<file path="src/rtl/seven_seg_pkg.sv">
// rtl/seven_seg_pkg.sv - shared types and constants for the seven-segment scan controller
package seven_seg_pkg;

  typedef enum logic {
    BLANK = 1'b0,
    DRIVE = 1'b1
  } state_t;

  localparam logic [6:0] SEG_BLANK = 7'h7F;
  localparam logic [3:0] ANODE_OFF = 4'hF;

  // Active-low {g,f,e,d,c,b,a}, indexed by hex nibble 0..F
  localparam logic [6:0] SEG_TABLE [16] = '{
    7'h40, 7'h79, 7'h24, 7'h30, 7'h19, 7'h12, 7'h02, 7'h78,
    7'h00, 7'h10, 7'h08, 7'h03, 7'h46, 7'h21, 7'h06, 7'h0E
  };

endpackage

</file>
<file path="src/rtl/hex_to_seg.sv">
// rtl/hex_to_seg.sv - combinational hex nibble to active-low segment decoder
module hex_to_seg
  import seven_seg_pkg::*;
(
  input  logic [3:0] nibble,
  output logic [6:0] seg
);

  assign seg = SEG_TABLE[nibble];

endmodule

</file>
<file path="src/rtl/seven_seg_display_ctrl.sv">
// rtl/seven_seg_display_ctrl.sv - 4-digit multiplexed display scanner; SEVEN_SEG_LEADING_ZERO_BLANK_EN blanks leading zeros
module seven_seg_display_ctrl
  import seven_seg_pkg::*;
#(
  parameter int TICKS_PER_DIGIT = 100000,
  parameter int BLANK_TICKS     = 1000
) (
  input  logic        clock,
  input  logic        reset,
  input  logic        enable,
  input  logic [15:0] value,
  input  logic [3:0]  dp,
  input  logic        load,
  output logic        ack,
  output logic [3:0]  anode,
  output logic [6:0]  seg,
  output logic        dp_n,
  output logic        frame_start
);

  localparam int MAX_TICKS = (TICKS_PER_DIGIT > BLANK_TICKS) ? TICKS_PER_DIGIT : BLANK_TICKS;
  localparam int CW = $clog2(MAX_TICKS);
  localparam logic [CW-1:0] DRIVE_LAST = CW'(TICKS_PER_DIGIT - 1);
  localparam logic [CW-1:0] BLANK_LAST = CW'(BLANK_TICKS - 1);

  state_t        state, state_d;
  logic [CW-1:0] cnt, cnt_d;
  logic [1:0]    idx, idx_d;
  logic [15:0]   shadow, shadow_d;
  logic [15:0]   pend_value, pend_value_d;
  logic          pending, pending_d;
  logic          wrap;
  logic          ack_d, frame_start_d;
  logic [3:0]    anode_d;
  logic [6:0]    seg_d, digit_seg;
  logic          dp_n_d;

  always_comb begin
    state_d       = state;
    cnt_d         = cnt + CW'(1);
    idx_d         = idx;
    shadow_d      = shadow;
    pend_value_d  = pend_value;
    pending_d     = pending;
    wrap          = 1'b0;
    frame_start_d = 1'b0;
    case (state)
      BLANK: if (cnt == BLANK_LAST) begin
        state_d       = DRIVE;
        cnt_d         = '0;
        frame_start_d = (idx == 2'd0);
      end
      DRIVE: if (cnt == DRIVE_LAST) begin
        state_d = BLANK;
        cnt_d   = '0;
        idx_d   = idx + 2'd1;
        wrap    = (idx == 2'd3);
      end
      default: state_d = BLANK;
    endcase
    // Updates land only on the frame boundary; a load on that very edge wins
    if (wrap) begin
      if (pending || load) shadow_d = load ? value : pend_value;
      pending_d = 1'b0;
    end else if (load) begin
      pend_value_d = value;
      pending_d    = 1'b1;
    end
    ack_d = wrap && (pending || load);
  end

  hex_to_seg u_hex_to_seg (
    .nibble (shadow_d[{idx_d, 2'b00} +: 4]),
    .seg    (digit_seg)
  );

`ifdef SEVEN_SEG_LEADING_ZERO_BLANK_EN
  logic [1:0] msnz;
  always_comb begin
    msnz = 2'd0;
    if (shadow_d[15:12] != 4'h0)     msnz = 2'd3;
    else if (shadow_d[11:8] != 4'h0) msnz = 2'd2;
    else if (shadow_d[7:4] != 4'h0)  msnz = 2'd1;
  end
`endif

  // Outputs are computed from next-state values so they flip on the transition edge
  always_comb begin
    anode_d = ANODE_OFF;
    seg_d   = SEG_BLANK;
    dp_n_d  = 1'b1;
    if (enable && (state_d == DRIVE)) begin
      anode_d = ~(4'b0001 << idx_d);
      seg_d   = digit_seg;
      dp_n_d  = ~dp[idx_d];
`ifdef SEVEN_SEG_LEADING_ZERO_BLANK_EN
      if (idx_d > msnz) seg_d = SEG_BLANK;
`endif
    end
  end

  always_ff @(posedge clock or posedge reset) begin
    if (reset) begin
      state       <= BLANK;
      cnt         <= '0;
      idx         <= 2'd0;
      shadow      <= 16'h0000;
      pend_value  <= 16'h0000;
      pending     <= 1'b0;
      ack         <= 1'b0;
      frame_start <= 1'b0;
      anode       <= ANODE_OFF;
      seg         <= SEG_BLANK;
      dp_n        <= 1'b1;
    end else begin
      state       <= state_d;
      cnt         <= cnt_d;
      idx         <= idx_d;
      shadow      <= shadow_d;
      pend_value  <= pend_value_d;
      pending     <= pending_d;
      ack         <= ack_d;
      frame_start <= frame_start_d;
      anode       <= anode_d;
      seg         <= seg_d;
      dp_n        <= dp_n_d;
    end
  end

endmodule

</file>
<file path="config.mk">
export PLATFORM = sky130hd
export DESIGN_NAME = seven_seg_display_ctrl
export DESIGN_NICKNAME = d
export VERILOG_FILES = /design/src/rtl/seven_seg_pkg.sv /design/src/rtl/hex_to_seg.sv /design/src/rtl/seven_seg_display_ctrl.sv
export SDC_FILE = /design/constraint.sdc
export NUM_CORES = 1
export LEC_CHECK = 0
export ABC_AREA = 1
export CAP_MARGIN = 20
export CORE_MARGIN = 4
export CORE_UTILIZATION = 57
export DETAILED_ROUTE_END_ITERATION = 8
export PLACE_DENSITY_LB_ADDON = 0.3
export SLEW_MARGIN = 20
export SYNTH_ARGS = -nofsm -noshare
export SYNTH_HDL_FRONTEND = slang
export SYNTH_SLANG_ARGS = --single-unit
</file>
<file path="constraint.sdc">
create_clock -name clock -period 2.9 [get_ports clock]
set_input_delay 0.87 -clock clock [delete_from_list [all_inputs] [get_ports clock]]
set_output_delay 0.87 -clock clock [all_outputs]
set_load 0.01 [all_outputs]
</file>
==> impl_metrics.prom <==
# TYPE chip_impl_metric gauge
chip_impl_metric{name="netlist.area_leader.share",unit="%"} 36.0
chip_impl_metric{name="first_pass_iters",unit=""} 4
chip_impl_info{name="clock-root-buffer",value="clkbuf_8"} 1
chip_impl_metric{name="routed-via-count",unit=""} 3235
chip_impl_metric{name="row_count",unit=""} 29
chip_impl_metric{name="worst_slew_margin_rel",unit="%"} 66.7
chip_impl_metric{name="n_fill_cell",unit=""} 514
chip_impl_info{name="cp-start-kind",value="input pin"} 1
chip_impl_info{name="timing_worst_setup_path_type",value="in2reg"} 1
chip_impl_metric{name="syn_inst",unit=""} 501
chip_impl_metric{name="synth.yosys.seq_area_share",unit="%"} 44.2
chip_impl_metric{name="effective_utilization_at_floorplan",unit="%"} 59.6
chip_impl_metric{name="port_buffers",unit=""} 37
chip_impl_info{name="critical-path-top-cell-by-count",value="nand3_1"} 1
chip_impl_info{name="synthMostInstantiatedCell",value="nand2_1"} 1
chip_impl_metric{name="power.switching_fraction",unit="%"} 24.4
chip_impl_metric{name="place_congestion",unit=""} 0.873
chip_impl_metric{name="drtAntennaViolNets",unit=""} 0
chip_impl_info{name="grt_setup_unrepaired",value="false"} 1
chip_impl_info{name="crit_path_cell_trace",value="clkdlybuf4s50_1 > or2_0 > buf_4 > mux2i_1 > o21ai_0 > nand2_1 > nand2_1 > nor2_2 > inv_1 > ha_1 > inv_1 > nand3_1 > nand3_1 > nand3_1"} 1
chip_impl_metric{name="initial_antenna_violation_count",unit=""} 0
chip_impl_metric{name="vdd_ir_drop_max",unit="mV"} 0.293
chip_impl_metric{name="drcViolationCount",unit=""} 0
chip_impl_metric{name="drtIter0Drc",unit=""} 188
chip_impl_metric{name="timing.critical_path.arrival",unit="ns"} 3.02
chip_impl_metric{name="leakage",unit="uW"} 0.00228
chip_impl_metric{name="final_min_period_over_clock_period",unit="%"} 95.2
chip_impl_metric{name="cellInternalPower",unit="uW"} 1310
chip_impl_metric{name="final_critical_path_time_including_i_o_delays_and_setup",unit="ns"} 2.76
chip_impl_metric{name="cts_made_buffers",unit=""} 9
chip_impl_metric{name="final_util",unit="%"} 70.5
chip_impl_info{name="min-delay-path-class",value="reg2reg"} 1
chip_impl_metric{name="clk_pin_slew",unit="ns"} 0.07
chip_impl_metric{name="asyncSetResetFlopFracSynth",unit="%"} 100
chip_impl_metric{name="area.growth.synth_to_final",unit="%"} 18.3
chip_impl_metric{name="final-instance-count-excl-fill",unit=""} 633
chip_impl_metric{name="dp_hpwl",unit="mm"} 5.82
chip_impl_metric{name="dpl.cell_count",unit=""} 617
chip_impl_metric{name="fmax",unit="MHz"} 362
chip_impl_metric{name="critPathMaxStageDelay",unit="ns"} 0.52
chip_impl_metric{name="ctsHtreeMaxLevel",unit=""} 3
chip_impl_metric{name="finish.net_count",unit=""} 584
chip_impl_metric{name="grt_pass1_vias",unit=""} 3155
chip_impl_metric{name="synthesis.yosys.warnings",unit=""} 0
chip_impl_info{name="result_of_the_run",value="completed"} 1
chip_impl_info{name="synth.area.top_cells",value="dfrtp_1 36%, nand2_1 15%, dfstp_2 8.2%"} 1
chip_impl_metric{name="wl_per_cell",unit="um"} 12.7
chip_impl_metric{name="viasPerCell",unit=""} 5.11
chip_impl_info{name="yosys_most_used_dff",value="dfrtp_1"} 1
chip_impl_metric{name="max_cap_viol",unit=""} 0
chip_impl_metric{name="dieArea",unit="sq um"} 8090
chip_impl_metric{name="hold-worst-slack",unit="ns"} 0.460
chip_impl_metric{name="ys_ff_latch",unit=""} 67
chip_impl_metric{name="antenna_cells",unit=""} 0
chip_impl_metric{name="switchingPower",unit="uW"} 425
chip_impl_metric{name="slew_at_the_pin_with_the_worst_max_slew_slack",unit="ns"} 0.500
chip_impl_metric{name="power_frac_clock",unit="%"} 37.8
chip_impl_metric{name="grt_start_max_net_pins",unit=""} 68
chip_impl_metric{name="core-area",unit="sq um"} 6420
chip_impl_metric{name="sequential_group_share_of_total_power",unit="%"} 55.2
chip_impl_metric{name="comb_power_share",unit="%"} 7.0
chip_impl_metric{name="setup_clock_skew_after_layout",unit="ns"} 0.00695
chip_impl_metric{name="finalHoldViolCount",unit=""} 0
chip_impl_metric{name="drive_gt1_share",unit="%"} 16.9
chip_impl_metric{name="pwr_density_cell",unit="nW/um^2"} 384
chip_impl_metric{name="syn_area",unit="sq um"} 3830
chip_impl_metric{name="latest_clock_arrival_within_the_worst_skew_pair",unit="ns"} 0.34
chip_impl_metric{name="synthesis.area_per_instance",unit="sq um"} 7.64
chip_impl_info{name="worst_path_max_delay_cell",value="clkdlybuf4s50_1"} 1
chip_impl_info{name="synth_largest_area_cell",value="dfrtp_1"} 1
chip_impl_metric{name="yosys.cell_types.count",unit=""} 34
chip_impl_metric{name="required",unit="ns"} 3.16
chip_impl_info{name="cts_tree",value="done"} 1
chip_impl_metric{name="synth_edf_count",unit=""} 0
chip_impl_metric{name="wl",unit="mm"} 8.04
chip_impl_metric{name="grt_usage",unit="%"} 21.5
chip_impl_metric{name="critPathMaxFanout",unit=""} 8
chip_impl_metric{name="max-clock-path-buffers",unit=""} 2
chip_impl_metric{name="die_x",unit="um"} 89.9
chip_impl_metric{name="cts.repair_timing.setup_buffer_count",unit=""} 0
chip_impl_metric{name="final-setup-viol-count",unit=""} 0
chip_impl_info{name="synth_commonest_cells",value="151 x nand2_1, 59 x inv_1, 55 x dfrtp_1"} 1
chip_impl_metric{name="die-height",unit="um"} 89.9
chip_impl_metric{name="mappedNetlistNets",unit=""} 534
chip_impl_metric{name="cts.sink_count",unit=""} 67
chip_impl_metric{name="top_level_port_count",unit=""} 38
chip_impl_metric{name="global_route.overflow_total",unit=""} 0
chip_impl_metric{name="maxSlewViolCount",unit=""} 0
chip_impl_metric{name="grt_pass1_wl",unit="mm"} 14.3
chip_impl_info{name="timing.critical_path.to_type",value="flop"} 1
## power by group through the flow
stage | Combinational, uW | Clock (uW) | Sequential (uW)
floorplan | 66.2 | 0 | 977
global placement | 119 | 0 | 978
detailed placement | 121 | 0 | 978
CTS | 124 | 683 | 961
global route | 140 | 727 | 963
finish | 122 | 657 | 961
## cell families (layout without fill, tap and decap cells)
| logic type | after synthesis | after routing | synth area share, % |
|---|---|---|---|
| compound gates | 54 | 54 | 7.65 |
| xor+xnor | 5 | 5 | 1.14 |
| fa+ha+maj | 9 | 9 | 2.94 |
| buf+inv | 83 | 138 | 8.67 |
| flops | 67 | 67 | 44.2 |
| mux | 3 | 3 | 0.785 |
| simple gates | 280 | 280 | 34.6 |
## worst max-delay path, delay by kind of cell
kind	cells	cell delay, ns
compound gates	1	0.14
fa+ha+maj	1	0.24
buf+inv	4	0.87
mux	1	0.18
simple gates	7	0.70
## sequential cells by signal (all words and copies together) (netlist names)
register and count:
shadow 16, state 1, anode 4, seg 7, cnt 17, frame_start 1
ack 1, pend_value 16, pending 1, idx 2, dp_n 1
## repair_timing
item | in CTS | in global routing
setup endpoints to repair | 0 | 3
hold buffers | 0 | 0
gates resized for setup | 0 | 5
## per-layer routing
layer / GRT usage (%) / vias up / share of wire [%]
met5: 0 / - / 0
met3: 6.51 / 21 / 5.2
met2: 34.0 / 80 / 47
met1: 27.9 / 1470 / 45
li1: - / 1664 / -
met4: 8.04 / 0 / 2.6
## metrics by stage
stage          setup slack, ns  area, sq um  power [uW]  TNS [ns]
2_1_floorplan            0.367         3830        1040         0
3_3_place_gp           -0.0913         4350        1100    -0.417
3_5_place_dp            -0.173         4350        1100    -0.737
4_1_cts                  0.180         4510        1770         0
5_1_grt                0.00699         4530        1830         0
6_report                 0.138         4530        1740         0
## final timing paths
check	startpoint	endpoint	slack [ns]	depth (start not counted)
worst max-delay path	load	seg[3]	0.14	14
worst min-delay path	cnt[0]	cnt[0]	0.46	1
worst max register to register	cnt[0]	seg[3]	0.26	19
worst min register to register	cnt[0]	cnt[0]	0.46	1
max in group asynchronous	reset	seg[0]	1.66	3
min in group asynchronous	reset	pend_value[11]	0.92	3
## area by class of cell
class | instances | area, sq um | share of cell area (%)
clock buffer | 10 | 128 | 2.82
inverter | 71 | 267 | 5.89
tap | 77 | 96.3 | 2.13
sequential | 67 | 1690 | 37.4
clock inverter | 6 | 33.8 | 0.746
timing repair buffer | 51 | 488 | 10.8
multi-input combinational | 351 | 1820 | 40.3
## layout by cell type (no fill, tap or decap)
master,n
nor2_4,13
nand3_2,3
nand2_1,151
buf_12,1
nor2_2,4
nand3_1,31
mux2i_1,3
o211ai_1,1
clkinv_4,1
nand4_2,1
nand4_1,5
nand2_2,13
nand2_4,3
a31oi_1,1
buf_4,13
dfrtp_1,55
or2_0,1
nor4_1,4
a22o_1,2
o21ai_1,3
o21a_1,1
o21ai_0,37
clkinv_2,5
clkdlybuf4s50_1,37
xor2_1,5
dfstp_2,12
inv_1,58
a21oi_1,6
nor2_1,45
a211oi_1,1
ha_1,9
clkbuf_8,9
clkbuf_1,1
nand4_4,2
o21ai_2,1
inv_2,13
nor3_1,4
a21boi_0,1
Power figures use the tool's default switching activity.
==> edit 1 (same settings) <==
Build with the macro `SEVEN_SEG_LEADING_ZERO_BLANK_EN` defined.
--- a/src/rtl/seven_seg_display_ctrl.sv
+++ b/src/rtl/seven_seg_display_ctrl.sv
@@ -1,2 +1,4 @@
 // rtl/seven_seg_display_ctrl.sv - 4-digit multiplexed display scanner; SEVEN_SEG_LEADING_ZERO_BLANK_EN blanks leading zeros
+`define SEVEN_SEG_LEADING_ZERO_BLANK_EN
+
 module seven_seg_display_ctrl
Formal check against the unedited RTL: same outputs for any inputs over 10 cycles, from zero or initial values and one cycle with reset high; that may be too few to reach the edited logic, so the function may still have changed.
==> edit 1 against the unedited design <==
- total power up 17%
- sequential power barely moved
- cell area rose by 17%
- critical path depth grew 2
- synthesized area rose by 6.8%
- fmax fell by 4.5%
- wire length rose by 31%
- highest routed layer unchanged
- sequential cell count unchanged
- sequential share of layout area down 5.4 points
- die area rose by 6.2%
- critical endpoint is now seg[1]$_DFF_PP1_
- worst setup slack got worse by 130 ps
==> edit 1: results (changes against the unedited design) <==
Post-Place Cells=686 (+11%); drt wl/cell=14.7 µm (+16%); wire length on met2=5030 µm (+33%); Post-layout nets=647 (+11%); Metal-1 WL=4460 µm (+23%); DRT iter0 DRCs=300 (+60%); maximum vdd ir drop=0.000315 V (+7.4%); run status=completed; Seq/Total Area, Yosys=41.4% (-2.8 points); Total GRT Usage=24.5% (+3.1 points); Critical Path AT=3180 ps (+160 ps); met3 usage=6.17% (-0.34 points); WHS=515 ps (+54.9 ps); Critical Path Max Stage Delay=310 ps (-210 ps); Syn Nets=559 (+4.7%); Yosys cell types=40 (+18%); first-pass GRT wire length=16700 µm (+16%); reg-to-reg endpoint=seg[1]$_DFF_PP1_; hpwl dp=7080 µm (+22%); invs w/o clock=72 (+1.4%); number of multi-input logic gates=374 (+6.6%); Place WS=-654 ps (-482 ps); Pre-antenna DRT Iters=5 (+1); Top Family by Delay on Critical Path=simple AND/OR/NAND/NOR gates; reg2reg start=cnt[12]$_DFF_PP0_; Post-Synthesis Cells=525 (+4.8%); Non-Clock Buffer Count=89 (+75%); met3 routed WL=776 µm (+85%); clk cell area share=4.53% (+0.96 points); P_leak=2.63 nW (+15%); met2 Usage GRT=39.0% (+5.1 points); slowest stage cell, crit path=ha_1; WHS Endpoint=shadow[1]$_DFF_PP0_
[edit 1: changes by cell type after synthesis, moves of 3 or more]
cell,change
o21ai_0,-4
nor2_8,+4
nand3_1,-5
inv_1,-3
nand2_4,+5
nand2_1,+7
o21ai_2,+3
nand4_1,+6
nand2_2,+4
[edit 1: power by group]
part / internal, mW / switching (mW)
Clock: 0.569 / 0.382
Sequential: 0.954 / 0.00578
Combinational: 0.0584 / 0.0723
[edit 1: cells by family (layout without fill, tap and decap cells)]
kind of cell / Yosys count / after routing / share of synthesized area (%)
and+or+nand+nor: 303 / 303 / 38.1
buffers and inverters: 84 / 177 / 8.36
DFF: 67 / 67 / 41.4
AOI/OAI and AO/OA: 52 / 52 / 7.07
adders and majority gates: 10 / 10 / 3.06
xor gates and xnor gates: 5 / 5 / 1.07
muxes: 4 / 4 / 0.980
[edit 1: repair_timing]
item                       CTS  global route
pin swaps                   10            18
gates resized for setup     15            31
setup buffers                5             7
setup endpoints to repair    7             7
==> edit 2 (same settings) <==
Made on the original files. Remove the register `anode`: a continuous assignment takes its place, so the output `anode` follows one clock earlier.
--- a/src/rtl/seven_seg_display_ctrl.sv
+++ b/src/rtl/seven_seg_display_ctrl.sv
@@ -111,3 +111,2 @@
       frame_start <= 1'b0;
-      anode       <= ANODE_OFF;
       seg         <= SEG_BLANK;
@@ -123,3 +122,2 @@
       frame_start <= frame_start_d;
-      anode       <= anode_d;
       seg         <= seg_d;
@@ -129,2 +127,4 @@
 
+  assign anode = anode_d;
+
 endmodule
Formal check against the unedited RTL: no difference found for any inputs over 10 cycles, from zero or initial values and one cycle with reset high; that may be too few to reach the edited logic, so the function may still have changed.
==> edit 2 against the unedited design <==
- sequential cell count down 4
- synthesized cell count down 0.80%
- count of clock-buffer cells in the layout down 1
- clock power up 58%
- total power up 19%
- worst setup slack worse by 230 ps
- synthesized area down 2.7%
- highest routed layer unchanged
- cell area up 11%
- combinational power about the same
- wire length up 28%
- the flow now finishes with violations (setup timing)
- global-route usage up 4.5 points
- critical path depth down 3
==> edit 2: results (changes against the unedited design) <==
Syn Nets=530 (-0.75%); largest net degree at the start of global routing=64 (-5.9%); r2r setup slk=30 ps (-230 ps); Seq/Total Area, Yosys=42.6% (-1.6 points); Final Util=78.8% (+8.3 points); sw frac=21.9% (-2.5 points); combinational power share=5.9% (-1.1 points); maximum vdd ir drop=0.000405 V (+38%); Setup violations, final=3 (+3); P_leak=2.53 nW (+11%); worst skew pair latency=360 ps (+20 ps); Setup TNS Final=-247 ps (-247 ps); met3 usage=4.93% (-1.6 points); share of cells above drive strength 1=27.5% (+11 points); Critical Path Fanout Max=4 (-4); GP Congestion=0.910 (+4.3%); reg-to-reg endpoint=cnt[5]$_DFF_PP0_; Layout fillers=423 (-18%); clock buffers=9 (-1); number of global-route vias before repair=3535 (+12%); failing checks=setup timing; met1 Use GR=31.0% (+3.2 points); first-pass GRT wire length=15800 µm (+10%); Total GRT Usage=26.0% (+4.5 points); design area=5010 µm² (+11%); area of the multi-input gates=1930 µm² (+6.0%); Post-layout nets=627 (+7.4%); Area contributors post-synth=dfrtp_1 (37%), nand2_1 (15%), inv_1 (6.0%), dfstp_2 (5.6%), o21ai_0 (5.1%); met2 Usage GRT=43.5% (+9.6 points); DRT iter0 DRCs=238 (+27%); Least-Margin Pin Slew=396 ps (-104 ps); clk cell area share=5.37% (+1.8 points); WHS Endpoint=shadow[13]$_DFF_PP0_; flops & latches, synth=63 (-6.0%); Final Skew=10.4 ps (+3.49 ps); final worst slack=-90.5 ps (-229 ps); Seq pwr share=43.8% (-11 points); Cells on Worst Hold Path=2 (+1); Seq/total area=31.7% (-5.6 points); run status=finished, violations left; Non-Clock Buffer Count=98 (+92%)
edit 2: changes by cell type after synthesis, sizes merged:
cell | unedited run | this run
dfstp | 12 | 8
edit 2: timing repair:
item | 4_1_cts | 5_1_grt
endpoints found under the hold margin | 0 | 0
endpoints found under the setup margin | 4 | 17
pin swaps | 10 | 12
buffers inserted | 24 | 8
resized for setup | 28 | 34
edit 2: cells by family after synthesis:
kind of cell | after synthesis | synth area share (%)
AO/OA/AOI/OAI | 54 | 7.87
XOR/XNOR | 5 | 1.18
adder cells (fa/ha/maj) | 9 | 3.03
buffers and inverters | 83 | 8.91
flip-flops | 63 | 42.6
multiplexers | 3 | 0.807
AND/OR/NAND/NOR | 280 | 35.6
edit 2: critical path, cell delays in order (launching register included):
cell	delay (ps)
dfrtp_1	420
inv_2	80
nand2_1	110
nor2_2	160
nand3_2	160
nor2_4	180
nand2_1	100
nand2_1	100
nand2_2	110
nor2_4	110
nand2_1	80
buf_2	150
edit 2: worst max path at each step:
stage | slack [ps] | cells after the start | end | from
floorplan | 380 | 13 | seg[3]$_DFF_PP1_ | load
global placement | -190 | 5 | anode[0] | enable
detailed placement | -210 | 5 | anode[0] | enable
CTS | -10 | 12 | anode[1] | cnt[1]$_DFF_PP0_
global route | -220 | 11 | anode[0] | cnt[11]$_DFF_PP0_
finish | -90 | 11 | anode[0] | cnt[11]$_DFF_PP0_
edit 2: through the flow:
stage | hold WS (ps) | setup slack [ps] | instances
after floorplan | 433 | 376 | 497
after global placement | 455 | -190 | 628
after detailed placement | 462 | -206 | 628
after CTS | 484 | -11.5 | 668
after global routing | 519 | -219 | 676
final | 482 | -90.5 | 676
edit 2: per-layer routing:
layer  up-vias  part of all wire, %
met5         -                    0
met4         0                  4.5
met3        42                  5.5
met2       153                   51
met1      1722                   39
li1       1747                    -
